`src/rtl/scan_decoder_pkg.sv`:
```
// scan_decoder_pkg
//   Shared types and helpers for the scan_decoder block.
//   - state_e     : controller states (IDLE, DIRECT, SCAN)
//   - MODE_*      : encodings of the mode input
//   - onehot()    : index to one-hot vector, sized for the widest supported
//                   decoder (SEL_W up to IDX_MAX_W); callers cast it down to
//                   their own OUT_N.
package scan_decoder_pkg;

    localparam int IDX_MAX_W = 8;
    localparam int MAX_OUT_N = 1 << IDX_MAX_W;

    localparam logic MODE_DIRECT = 1'b0;
    localparam logic MODE_SCAN   = 1'b1;

    typedef enum logic [1:0] {
        IDLE   = 2'd0,
        DIRECT = 2'd1,
        SCAN   = 2'd2
    } state_e;

    function automatic logic [MAX_OUT_N-1:0] onehot(input logic [IDX_MAX_W-1:0] idx);
        logic [MAX_OUT_N-1:0] v;
        v      = '0;
        v[idx] = 1'b1;
        return v;
    endfunction

endpackage

```
`src/rtl/scan_decoder_if.sv`:
```
// scan_decoder_if
//   Select handshake and output bundle of the scan decoder.
//   master (driver side) : en, mode, sel_in, sel_valid, dwell -> ; <- sel_ready, o, o_idx, wrap
//   slave  (decoder side): the mirror image.
//   OUT_N = 2**SEL_W output lines.
interface scan_decoder_if #(
    parameter int SEL_W   = 2,
    parameter int DWELL_W = 4
) ();
    localparam int OUT_N = 1 << SEL_W;

    logic               en;
    logic               mode;
    logic [SEL_W-1:0]   sel_in;
    logic               sel_valid;
    logic               sel_ready;
    logic [DWELL_W-1:0] dwell;
    logic [OUT_N-1:0]   o;
    logic [SEL_W-1:0]   o_idx;
    logic               wrap;

    modport master (
        output en, mode, sel_in, sel_valid, dwell,
        input  sel_ready, o, o_idx, wrap
    );

    modport slave (
        input  en, mode, sel_in, sel_valid, dwell,
        output sel_ready, o, o_idx, wrap
    );
endinterface

```
`src/rtl/scan_decoder_dwell_counter.sv`:
```
// dwell_counter
//   DWELL_W-bit loadable down-counter that times how long the scan stays on
//   each output line.
//   clk, rst     : clock, asynchronous active-high reset (counter -> 0)
//   load_i       : load load_val_i (has priority over dec_i)
//   dec_i        : decrement by one; holds at zero
//   load_val_i   : reload value (cycles per line minus 1)
//   zero_o       : counter currently reads zero
module dwell_counter #(
    parameter int DWELL_W = 4
) (
    input  logic               clk,
    input  logic               rst,
    input  logic               load_i,
    input  logic               dec_i,
    input  logic [DWELL_W-1:0] load_val_i,
    output logic               zero_o
);
    logic [DWELL_W-1:0] cnt_q, cnt_d;

    always_comb begin
        cnt_d = cnt_q;
        if (load_i) begin
            cnt_d = load_val_i;
        end else if (dec_i && (cnt_q != '0)) begin
            cnt_d = cnt_q - DWELL_W'(1);
        end
    end

    always_ff @(posedge clk or posedge rst) begin
        if (rst) begin
            cnt_q <= '0;
        end else begin
            cnt_q <= cnt_d;
        end
    end

    assign zero_o = (cnt_q == '0);
endmodule

```
`src/rtl/scan_decoder.sv`:
```
// scan_decoder
//   Registered SEL_W-to-2**SEL_W one-hot decoder with enable, a valid/ready
//   select handshake and an auto-scan mode with programmable dwell.
//   All outputs except sel_ready come straight from flops.
//   clk  : rising-edge clock
//   rst  : asynchronous active-high reset
//   bus  : scan_decoder_if slave port
//          en, mode, sel_in, sel_valid, dwell in; sel_ready, o, o_idx, wrap out
//   SEL_W must not exceed scan_decoder_pkg::IDX_MAX_W.
module scan_decoder
    import scan_decoder_pkg::*;
#(
    parameter int SEL_W   = 2,
    parameter int DWELL_W = 4
) (
    input logic           clk,
    input logic           rst,
    scan_decoder_if.slave bus
);
    localparam int               OUT_N    = 1 << SEL_W;
    localparam logic [SEL_W-1:0] LAST_IDX = SEL_W'(OUT_N - 1);

    state_e           state_q, state_d;
    logic [OUT_N-1:0] o_q, o_d;
    logic [SEL_W-1:0] idx_q, idx_d;
    logic             wrap_q, wrap_d;
    logic [SEL_W-1:0] idx_nxt;
    logic             ready;
    logic             cnt_load, cnt_dec, cnt_zero;

    // rst is folded in so the handshake closes the instant reset asserts.
    assign ready   = bus.en & (bus.mode == MODE_DIRECT) & ~rst;
    assign idx_nxt = idx_q + SEL_W'(1);   // wraps naturally at OUT_N

    always_comb begin
        state_d  = state_q;
        o_d      = o_q;
        idx_d    = idx_q;
        wrap_d   = 1'b0;
        cnt_load = 1'b0;
        cnt_dec  = 1'b0;

        if (!bus.en) begin
            state_d = IDLE;
            o_d     = '0;
            idx_d   = '0;
        end else if (bus.mode == MODE_DIRECT) begin
            // Leaving SCAN keeps the current line until a transfer arrives.
            state_d = DIRECT;
            if (bus.sel_valid && ready) begin
                o_d   = OUT_N'(onehot(IDX_MAX_W'(bus.sel_in)));
                idx_d = bus.sel_in;
            end
        end else begin
            state_d = SCAN;
            if (state_q != SCAN) begin
                // Entry into line 0 is a restart, not a wrap.
                o_d      = OUT_N'(onehot('0));
                idx_d    = '0;
                cnt_load = 1'b1;
            end else if (cnt_zero) begin
                o_d      = OUT_N'(onehot(IDX_MAX_W'(idx_nxt)));
                idx_d    = idx_nxt;
                wrap_d   = (idx_q == LAST_IDX);
                cnt_load = 1'b1;   // picks up the live dwell value
            end else begin
                cnt_dec = 1'b1;
            end
        end
    end

    always_ff @(posedge clk or posedge rst) begin
        if (rst) begin
            state_q <= IDLE;
            o_q     <= '0;
            idx_q   <= '0;
            wrap_q  <= 1'b0;
        end else begin
            state_q <= state_d;
            o_q     <= o_d;
            idx_q   <= idx_d;
            wrap_q  <= wrap_d;
        end
    end

    dwell_counter #(
        .DWELL_W (DWELL_W)
    ) u_dwell (
        .clk        (clk),
        .rst        (rst),
        .load_i     (cnt_load),
        .dec_i      (cnt_dec),
        .load_val_i (bus.dwell),
        .zero_o     (cnt_zero)
    );

    assign bus.sel_ready = ready;
    assign bus.o         = o_q;
    assign bus.o_idx     = idx_q;
    assign bus.wrap      = wrap_q;
endmodule

```
`src/flat_wrapper.sv`:
```
// flat-port wrapper written by rule: the top's interface ports become plain ports
module scan_decoder_flat import scan_decoder_pkg::*;
#(
    parameter int SEL_W   = 2,
    parameter int DWELL_W = 4
)
  (clk, rst, bus_en, bus_mode, bus_sel_in, bus_sel_valid, bus_dwell, bus_sel_ready, bus_o, bus_o_idx, bus_wrap);
  scan_decoder_if #(.SEL_W(SEL_W), .DWELL_W(DWELL_W)) bus_i ();
  input logic clk;
  input logic rst;
  input wire logic [$bits(bus_i.en)-1:0] bus_en;
  input wire logic [$bits(bus_i.mode)-1:0] bus_mode;
  input wire logic [$bits(bus_i.sel_in)-1:0] bus_sel_in;
  input wire logic [$bits(bus_i.sel_valid)-1:0] bus_sel_valid;
  input wire logic [$bits(bus_i.dwell)-1:0] bus_dwell;
  output wire logic [$bits(bus_i.sel_ready)-1:0] bus_sel_ready;
  output wire logic [$bits(bus_i.o)-1:0] bus_o;
  output wire logic [$bits(bus_i.o_idx)-1:0] bus_o_idx;
  output wire logic [$bits(bus_i.wrap)-1:0] bus_wrap;
  assign bus_i.en = bus_en;
  assign bus_i.mode = bus_mode;
  assign bus_i.sel_in = bus_sel_in;
  assign bus_i.sel_valid = bus_sel_valid;
  assign bus_i.dwell = bus_dwell;
  assign bus_sel_ready = bus_i.sel_ready;
  assign bus_o = bus_i.o;
  assign bus_o_idx = bus_i.o_idx;
  assign bus_wrap = bus_i.wrap;
  scan_decoder #(.SEL_W(SEL_W), .DWELL_W(DWELL_W)) u_core (.clk(clk), .rst(rst), .bus(bus_i));
endmodule
```
`config.mk`:
```
export PLATFORM = sky130hd
export DESIGN_NAME = scan_decoder_flat
export DESIGN_NICKNAME = d
export VERILOG_FILES = /design/src/rtl/scan_decoder_pkg.sv /design/src/rtl/scan_decoder_if.sv /design/src/rtl/scan_decoder_dwell_counter.sv /design/src/rtl/scan_decoder.sv /design/src/flat_wrapper.sv
export SDC_FILE = /design/constraint.sdc
export NUM_CORES = 1
export LEC_CHECK = 0
export BUFFER_PORTS_ARGS = -buffer_cell sky130_fd_sc_hd__buf_2
export CELL_PAD_IN_SITES_DETAIL_PLACEMENT = 1
export CELL_PAD_IN_SITES_GLOBAL_PLACEMENT = 1
export CORE_MARGIN = 8
export CORE_UTILIZATION = 39
export DETAILED_ROUTE_END_ITERATION = 8
export PLACE_DENSITY = 0.77
export SYNTH_ARGS = -nofsm -noshare
export SYNTH_HDL_FRONTEND = slang
export SYNTH_SLANG_ARGS = --single-unit
```
`constraint.sdc`:
```
create_clock -name clk -period 1.7 [get_ports clk]
set_input_delay 0.34 -clock clk [delete_from_list [all_inputs] [get_ports clk]]
set_output_delay 0.34 -clock clk [all_outputs]
set_load 0.02 [all_outputs]
```
==> qor.csv, run 1 <==
metric,value,unit
grt_antenna_before_repair,0,
clockRootBuffer,clkbuf_4,
crit_arrival,1.76,ns
slew_viol_final,0,
worstPathRequired,1.90,ns
start_util,0.416,
layout_common_cells,"buf_2, dfrtp_1, nand2_1",
fin_crit,1.56,ns
max-cap-violations,0,
register_area,325,sq um
yosysWarnings,0,
synth_edf_count,0,
worstSetupStartpointType,flip-flop,
num_rows,16,
powerDensity,776,mW/mm^2
syn_inst,87,
grt_max_degree,14,
seq_area_frac_synth,0.395,
core_area,0.00198,sq mm
clkSinkCount,13,
vias_per_cell,5.13,
synth_seq_cells,13,
grtUsageTotal,0.111,
synth_nets,103,
synthFlopType,dfrtp_1,
die_x,62.0,um
htreeDepth,1,
detail-route-antenna-nets,0,
grt_pass1_vias,687,
postPlaceCellArea,936,sq um
maxSlewHeadroom,0.666,
cts_buffers,3,
final_common_cell,buf_2,
timing.rr.end,u_core.bus.o_idx[0],
avgSynthCellArea,9.48,sq um
clock_latency,0.27,ns
final_layout_size_suffix_gt1_frac,0.296,
p_leak,0.000484,uW
post-route-drc-count,0,
reg2reg_depth,7,
syn2layout_area_growth,17.1,%
fp.dieH,62.0,um
dr.first_iter.drc_count,13,
cts_tree,done,
antenna_cells,0,
multiInputGateArea,445,sq um
timing.setup.tns,0,ns
wl_per_cell,14.2,um
critical_path_class,reg2reg,
dp_hpwl,1.54,mm
numPortBuffers,18,
rsz0062_at_grt,false,
path_max_fanout,10,
crit_path_end_kind,flip-flop,
hold_violations,0,
n_fill_cell,244,
tightest_slew,0.501,ns
io-pin-count,19,
r2r_slack,0.14,ns
fin_worst_skew,0.00102,ns
die_area,0.00384,sq mm
overflow,0,
outcome,finished clean,
path_clk_slew,0.09,ns
hold_class,in2async,
vias,692,
clock.fmax,0.642,GHz
grt_pass1_wl,3.18,mm
cts-hold-fix-buffers,0,
post-route-util,0.487,
dr.pass1.iters,4,
postLayoutCellArea,966,sq um
final_net_count,125,
reg2reg_from,u_core.u_dwell.cnt_q[0],
vdd_drop_max,0.423,mV
cts_buffer_depth,2,
totalWireLength,1.91,mm
synth_cell_type_count,30,
finalSetupViolCount,0,
fin_crit_sh,0.916,
synthArstFlopShare,1.00,
mappedNetlistArea,825,sq um
gp_congestion,0.764,
timing.hold.ws,0.0926,ns
==> state kept, by name (all words and copies together) (netlist names) <==
name / cells
u_core.bus.o: 4
u_core.bus.o_idx: 2
u_core.bus.wrap: 1
u_core.state_q: 2
u_core.u_dwell.cnt_q: 4
==> per-stage QoR <==
stage,instances,power [uW],worst slack [ns]
6_report,135,749,0.142
5_1_grt,135,798,0.0128
4_1_cts,135,758,0.105
3_5_place_dp,131,554,0.120
3_3_place_gp,131,547,0.200
2_1_floorplan,87,496,0.258
==> worst max-delay path: stages (launching register included) <==
cell and delay [ns]:
dfrtp_1 0.38, inv_1 0.07, ha_1 0.23, nor3b_4 0.17, o32ai_4 0.31, buf_6 0.19, nand2_1 0.06, o21ai_1 0.08
==> what timing repair did <==
action / in CTS / in global routing
resized for setup: 0 / 1
setup buffers: 0 / 0
setup endpoints to repair: 0 / 2
==> metal layers <==
| metal | track usage | part of all wire | up-vias |
|---|---|---|---|
| met5 | 0 | 0 | - |
| met4 | 0.0292 | 0 | 0 |
| met3 | 0.0309 | 0.063 | 0 |
| met2 | 0.156 | 0.41 | 18 |
| met1 | 0.160 | 0.52 | 331 |
| li1 | - | - | 343 |
==> Yosys cell counts (2+ instances only) <==
cell / instances / share of area
a32o_1: 2 / 0.024
and3_1: 3 / 0.023
buf_6: 2 / 0.027
dfrtp_1: 13 / 0.39
ha_1: 5 / 0.076
inv_1: 7 / 0.032
nand2_1: 10 / 0.046
nand2b_1: 2 / 0.015
nand3_1: 2 / 0.012
nor2_1: 8 / 0.036
nor2b_1: 4 / 0.030
nor3_1: 3 / 0.018
o21ai_0: 6 / 0.036
o21ai_2: 4 / 0.042
==> area by class of cell <==
class	count	area share
multi-input combinational	64	0.461
sequential	13	0.337
timing repair buffer	20	0.113
tap	27	0.0350
clock buffer	4	0.0272
inverter	7	0.0272
==> power by group <==
group	total (uW)	internal, uW	switching (uW)
Sequential	373	338	34.7
Combinational	177	74.5	103
Clock	199	90.9	108
==> logic make-up (layout without fill, tap and decap cells) <==
logic type,Yosys count,count (layout),synth area share
and+or+nand+nor,37,37,0.252
AOI/OAI and AO/OA,22,22,0.212
buffers and inverters,10,31,0.0652
adders and majority gates,5,5,0.0759
DFF,13,13,0.395
==> how the worst max path moves through the flow <==
stage	from	end	slack [ns]	cells past startpoint
after floorplan	u_core.u_dwell.cnt_q[0]	u_core.bus.o[3]	0.26	7
after global placement	u_core.u_dwell.cnt_q[0]	u_core.bus.o_idx[0]	0.20	7
final	u_core.u_dwell.cnt_q[0]	u_core.bus.o_idx[0]	0.14	7
after detailed placement	u_core.u_dwell.cnt_q[0]	u_core.bus.o_idx[0]	0.12	7
after global routing	u_core.u_dwell.cnt_q[1]	u_core.u_dwell.cnt_q[3]	0.01	7
after CTS	u_core.u_dwell.cnt_q[0]	u_core.bus.o_idx[0]	0.10	7
(Power assumes the default switching activity.)
==> run 2, diff against run 1 <==
--- a/config.mk
+++ b/config.mk
@@ -11,6 +11,7 @@
 export CORE_MARGIN = 8
 export CORE_UTILIZATION = 39
 export DETAILED_ROUTE_END_ITERATION = 8
+export MAX_ROUTING_LAYER = met4
 export PLACE_DENSITY = 0.77
 export SYNTH_ARGS = -nofsm -noshare
 export SYNTH_HDL_FRONTEND = slang
==> qor.csv, run 2 (same netlist as run 1, synthesis figures left out) <==
metric,value,unit,change
outcome,finished clean,,unchanged
post-route-drc-count,0,,unchanged
final_layout_size_suffix_gt1_frac,0.296,,unchanged
hold_class,in2async,,unchanged
crit_path_end_kind,flip-flop,,unchanged
p_leak,0.000484,uW,unchanged
dr_wl_met3,107,um,was 120 um
rsz0062_at_grt,false,,unchanged
layout_common_cells,"buf_2, dfrtp_1, nand2_1",,unchanged
detail-route-antenna-nets,0,,unchanged
powerDensity,776,mW/mm^2,about the same
numPortBuffers,18,,unchanged
gp_congestion,0.774,,was 0.764
fin_crit_sh,0.916,,unchanged
final_common_cell,buf_2,,unchanged
grt_max_degree,14,,unchanged
highest_layer,met3,,unchanged
cp.depth,7,,unchanged
cp_cell_sequence,inv_1 -> ha_1 -> nor3b_4 -> o32ai_4 -> buf_6 -> nand2_1 -> o21ai_1,,unchanged
vias_per_cell,5.13,,unchanged
startpoint,u_core.u_dwell.cnt_q[0],,unchanged
dr.first_iter.drc_count,13,,unchanged
post-route-util,0.487,,unchanged
cts_buffers,3,,unchanged
max-cap-violations,0,,unchanged
worstSetupStartpointType,flip-flop,,unchanged
slew_viol_final,0,,unchanged
path_clk_slew,0.09,ns,about the same
dp_hpwl,1.54,mm,unchanged
fin_worst_skew,0.00102,ns,unchanged
num_rows,16,,unchanged
clockRootBuffer,clkbuf_4,,unchanged
timing.setup.tns,0,ns,unchanged
path_max_fanout,10,,unchanged
core_area,0.00198,sq mm,unchanged
totalWireLength,1.91,mm,unchanged
postLayoutCellArea,966,sq um,unchanged
critical_path_class,reg2reg,,unchanged
clock_latency,0.27,ns,about the same
clock.fmax,0.642,GHz,unchanged
syn2layout_area_growth,17.1,%,unchanged
grtUsageTotal,0.114,,was 0.111
cp-endpoint,u_core.bus.o_idx[0],,unchanged
cts_buffer_depth,2,,unchanged
final_cells,135,,unchanged
vias,692,,unchanged
crit_arrival,1.76,ns,about the same
cts-hold-fix-buffers,0,,unchanged
wl_met2,790,um,unchanged
fin_crit,1.56,ns,unchanged
reg2reg_depth,7,,unchanged
slowest_delay,0.38,ns,about the same
cts_tree,done,,unchanged
crit_path_top_delay_cell,dfrtp_1,,unchanged
grt_pass1_vias,687,,unchanged
die_area,0.00384,sq mm,unchanged
grt_pass1_wl,3.18,mm,unchanged
maxSlewHeadroom,0.666,,unchanged
worstPathRequired,1.90,ns,about the same
htreeDepth,1,,unchanged
m1WireLength,1.02,mm,was 1.00 mm
fp.dieH,62.0,um,unchanged
place_inst,131,,unchanged
clkSinkCount,13,,unchanged
r2r_slack,0.14,ns,about the same
vdd_drop_max,0.423,mV,unchanged
tightest_slew,0.501,ns,unchanged
finalSetupViolCount,0,,unchanged
start_util,0.416,,unchanged
final_net_count,125,,unchanged
wl_per_cell,14.2,um,unchanged
dr.pass1.iters,4,,unchanged
die_x,62.0,um,unchanged
antenna_cells,0,,unchanged
timing.rr.end,u_core.bus.o_idx[0],,unchanged
hold_violations,0,,unchanged
timing.hold.ws,0.0926,ns,unchanged
crit_buf_inv,2,,unchanged
io-pin-count,19,,unchanged
critical-path-top-delay-family,compound AO/OA/AOI/OAI gates,,unchanged
postPlaceCellArea,936,sq um,unchanged
grt_antenna_before_repair,0,,unchanged
overflow,0,,unchanged
reg2reg_from,u_core.u_dwell.cnt_q[0],,unchanged
run 2: routing by layer:
layer  GRT usage  up-vias
met5           -        -
met4      0.0292        0
met3      0.0267        0
met2       0.156       18
met1       0.162      331
li1            -      343
run 2: cell type report:
class / instances / area [sq um]
Fill cell: 244 / 1020
Multi-Input combinational cell: 64 / 445
Sequential cell: 13 / 325
Timing Repair Buffer: 20 / 109
Tap cell: 27 / 33.8
Clock buffer: 4 / 26.3
Inverter: 7 / 26.3
run 2: where the power goes:
part           leakage, uW  total, uW  switching (uW)  internal (uW)
Clock            0.0000150        199             108           90.9
Sequential        0.000166        373            34.7            338
Combinational     0.000303        177             103           74.5
Total             0.000484        749             246            504
run 2: through the flow:
stage,power [uW],worst slack [ns]
after global routing,798,0.0128
final,749,0.142
after detailed placement,554,0.120
after CTS,758,0.105
after floorplan,496,0.258
after global placement,547,0.200
run 2: what timing repair did:
item                                    in CTS  in global routing
resized for setup                            0                  1
setup buffers                                0                  0
endpoints found under the setup margin       0                  2
endpoints found under the hold margin        0                  0
run 2: how the worst min path moves through the flow:
stage | cells after the start | startpoint | end
floorplan | 1 | rst | u_core.bus.o[0]
global placement | 2 | rst | u_core.bus.o[3]
detailed placement | 2 | rst | u_core.bus.o[3]
CTS | 2 | rst | u_core.bus.o[3]
global route | 2 | rst | u_core.state_q[1]
finish | 2 | rst | u_core.bus.o[3]
==> run 3, diff against run 2 <==
--- a/config.mk
+++ b/config.mk
@@ -10,6 +10,7 @@
 export CELL_PAD_IN_SITES_GLOBAL_PLACEMENT = 1
 export CORE_MARGIN = 8
 export CORE_UTILIZATION = 39
+export CTS_BUF_LIST = sky130_fd_sc_hd__clkbuf_4 sky130_fd_sc_hd__clkbuf_8 sky130_fd_sc_hd__clkbuf_16
 export DETAILED_ROUTE_END_ITERATION = 8
 export MAX_ROUTING_LAYER = met4
 export PLACE_DENSITY = 0.77
==> qor.csv, run 3 (same netlist as run 1, synthesis figures left out) <==
metric,value,unit,change
rsz0062_at_grt,false,,unchanged
cts_buffers,3,,unchanged
postPlaceCellArea,936,sq um,unchanged
antenna_cells,0,,unchanged
r2r_slack,0.14,ns,about the same
clkSinkCount,13,,unchanged
start_util,0.416,,unchanged
fin_crit_sh,0.917,,was 0.916
slowest_delay,0.40,ns,was 0.38 ns
crit_arrival,1.71,ns,was 1.76 ns
crit_path_top_delay_cell,dfrtp_1,,unchanged
critical_path_class,reg2reg,,unchanged
dr.first_iter.drc_count,11,,was 13
clockRootBuffer,clkbuf_4,,unchanged
worstSetupStartpointType,flip-flop,,unchanged
powerDensity,788,mW/mm^2,was 776 mW/mm^2
crit_path_end_kind,flip-flop,,unchanged
syn2layout_area_growth,17.6,%,was 17.1%
grt_max_degree,14,,unchanged
vias,711,,was 692
grt_antenna_before_repair,0,,unchanged
dr.pass1.iters,4,,unchanged
cts-hold-fix-buffers,0,,unchanged
io-pin-count,19,,unchanged
max-cap-violations,0,,unchanged
num_rows,16,,unchanged
p_leak,0.000488,uW,was 0.000484 uW
wl_per_cell,14.3,um,was 14.2 um
cts_buffer_depth,2,,unchanged
wl_met2,807,um,was 790 um
power,764,uW,was 749 uW
final_common_cell,buf_2,,unchanged
timing.setup.tns,0,ns,unchanged
gp_congestion,0.774,,unchanged
hold_class,in2async,,unchanged
htreeDepth,1,,unchanged
vias_per_cell,5.27,,was 5.13
worstPathRequired,1.85,ns,was 1.90 ns
final_cells,135,,unchanged
outcome,finished clean,,unchanged
path_clk_slew,0.09,ns,about the same
fp.dieH,62.0,um,unchanged
cp_cell_sequence,inv_1 -> ha_1 -> nor3b_4 -> buf_4 -> nor2_1 -> o21ai_0 -> a2bb2oi_1,,was inv_1 -> ha_1 -> nor3b_4 -> o32ai_4 -> buf_6 -> nand2_1 -> o21ai_1
die_area,0.00384,sq mm,unchanged
m1WireLength,1.02,mm,about the same
core_area,0.00198,sq mm,unchanged
cts_tree,done,,unchanged
hold_violations,0,,unchanged
fin_crit,1.56,ns,about the same
vdd_drop_max,0.369,mV,was 0.423 mV
die_x,62.0,um,unchanged
grtUsageTotal,0.111,,was 0.114
path_max_fanout,5,,was 10
numPortBuffers,18,,unchanged
slew_viol_final,0,,unchanged
timing.hold.ws,0.0937,ns,was 0.0926 ns
post-route-drc-count,0,,unchanged
grt_pass1_vias,692,,was 687
place_inst,131,,unchanged
totalWireLength,1.93,mm,was 1.91 mm
clock.fmax,0.642,GHz,about the same
highest_layer,met3,,unchanged
finalSetupViolCount,0,,unchanged
fin_worst_skew,0.000938,ns,was 0.00102 ns
layout_common_cells,"buf_2, dfrtp_1, nand2_1",,unchanged
dp_hpwl,1.54,mm,unchanged
dr_wl_met3,109,um,was 107 um
detail-route-antenna-nets,0,,unchanged
clock_latency,0.27,ns,about the same
maxSlewHeadroom,0.669,,was 0.666
postLayoutCellArea,970,sq um,was 966 sq um
final_layout_size_suffix_gt1_frac,0.306,,was 0.296
overflow,0,,unchanged
tightest_slew,0.496,ns,was 0.501 ns
grt_pass1_wl,3.17,mm,was 3.18 mm
crit_buf_inv,2,,unchanged
final_net_count,125,,unchanged
critical-path-top-delay-family,flip-flops,,was compound AO/OA/AOI/OAI gates
n_fill_cell,249,,was 244
## run 3: cell counts in the layout (fill, tap and decap cells not counted)
Identical to the previous run, type by type.
## run 3: path summary, 6_finish.rpt
path | start | end | depth (start not counted)
max | u_core.u_dwell.cnt_q[0] | u_core.u_dwell.cnt_q[3] | 7
min | rst | u_core.bus.o[3] | 2
max reg2reg | u_core.u_dwell.cnt_q[0] | u_core.u_dwell.cnt_q[3] | 7
min reg2reg | u_core.bus.o[1] | u_core.bus.o[1] | 2
max in group asynchronous | rst | u_core.bus.o_idx[1] | 2
min in group clk | bus_dwell[1] | u_core.u_dwell.cnt_q[1] | 3
## run 3: worst reg2reg max path, cell delays in order, from the launching register on
cell	delay, ns
dfrtp_1	0.40
inv_1	0.08
ha_1	0.20
nor3b_4	0.25
buf_4	0.18
nor2_1	0.07
o21ai_0	0.17
a2bb2oi_1	0.10
## run 3: cell type report
class | count | area, sq um | share of cell area
multi-input cells | 64 | 445 | 0.459
well taps | 27 | 33.8 | 0.0348
clock buffers | 4 | 30.0 | 0.0310
repair buffers | 20 | 109 | 0.112
flip-flops and latches | 13 | 325 | 0.335
inverters | 7 | 26.3 | 0.0271
## run 3: power by group
part           switching, uW  total [uW]  leakage [uW]  internal (uW)
Clock                    106         213     0.0000184            107
Combinational            103         178      0.000303           74.5
Sequential              35.1         373      0.000166            338
Total                    245         764      0.000488            519
## run 3: routing by layer
metal,global-route usage,vias to the layer above
met4,0.00974,0
li1,-,344
met3,0.0267,0
met2,0.159,20
met5,-,-
met1,0.159,347
## run 3: repair_timing
item | 4_1_cts | 5_1_grt
endpoints found under the setup margin | 0 | 2
buffers inserted | 0 | 0
resized for setup | 0 | 1
## run 3: per-stage QoR
| step | utilization | setup slack [ns] |
|---|---|---|
| after detailed placement | 0.472 | 0.120 |
| after global routing | 0.489 | 0.0128 |
| final | 0.489 | 0.141 |
| after floorplan | - | 0.258 |
| after CTS | 0.487 | 0.100 |
| after global placement | 0.472 | 0.200 |
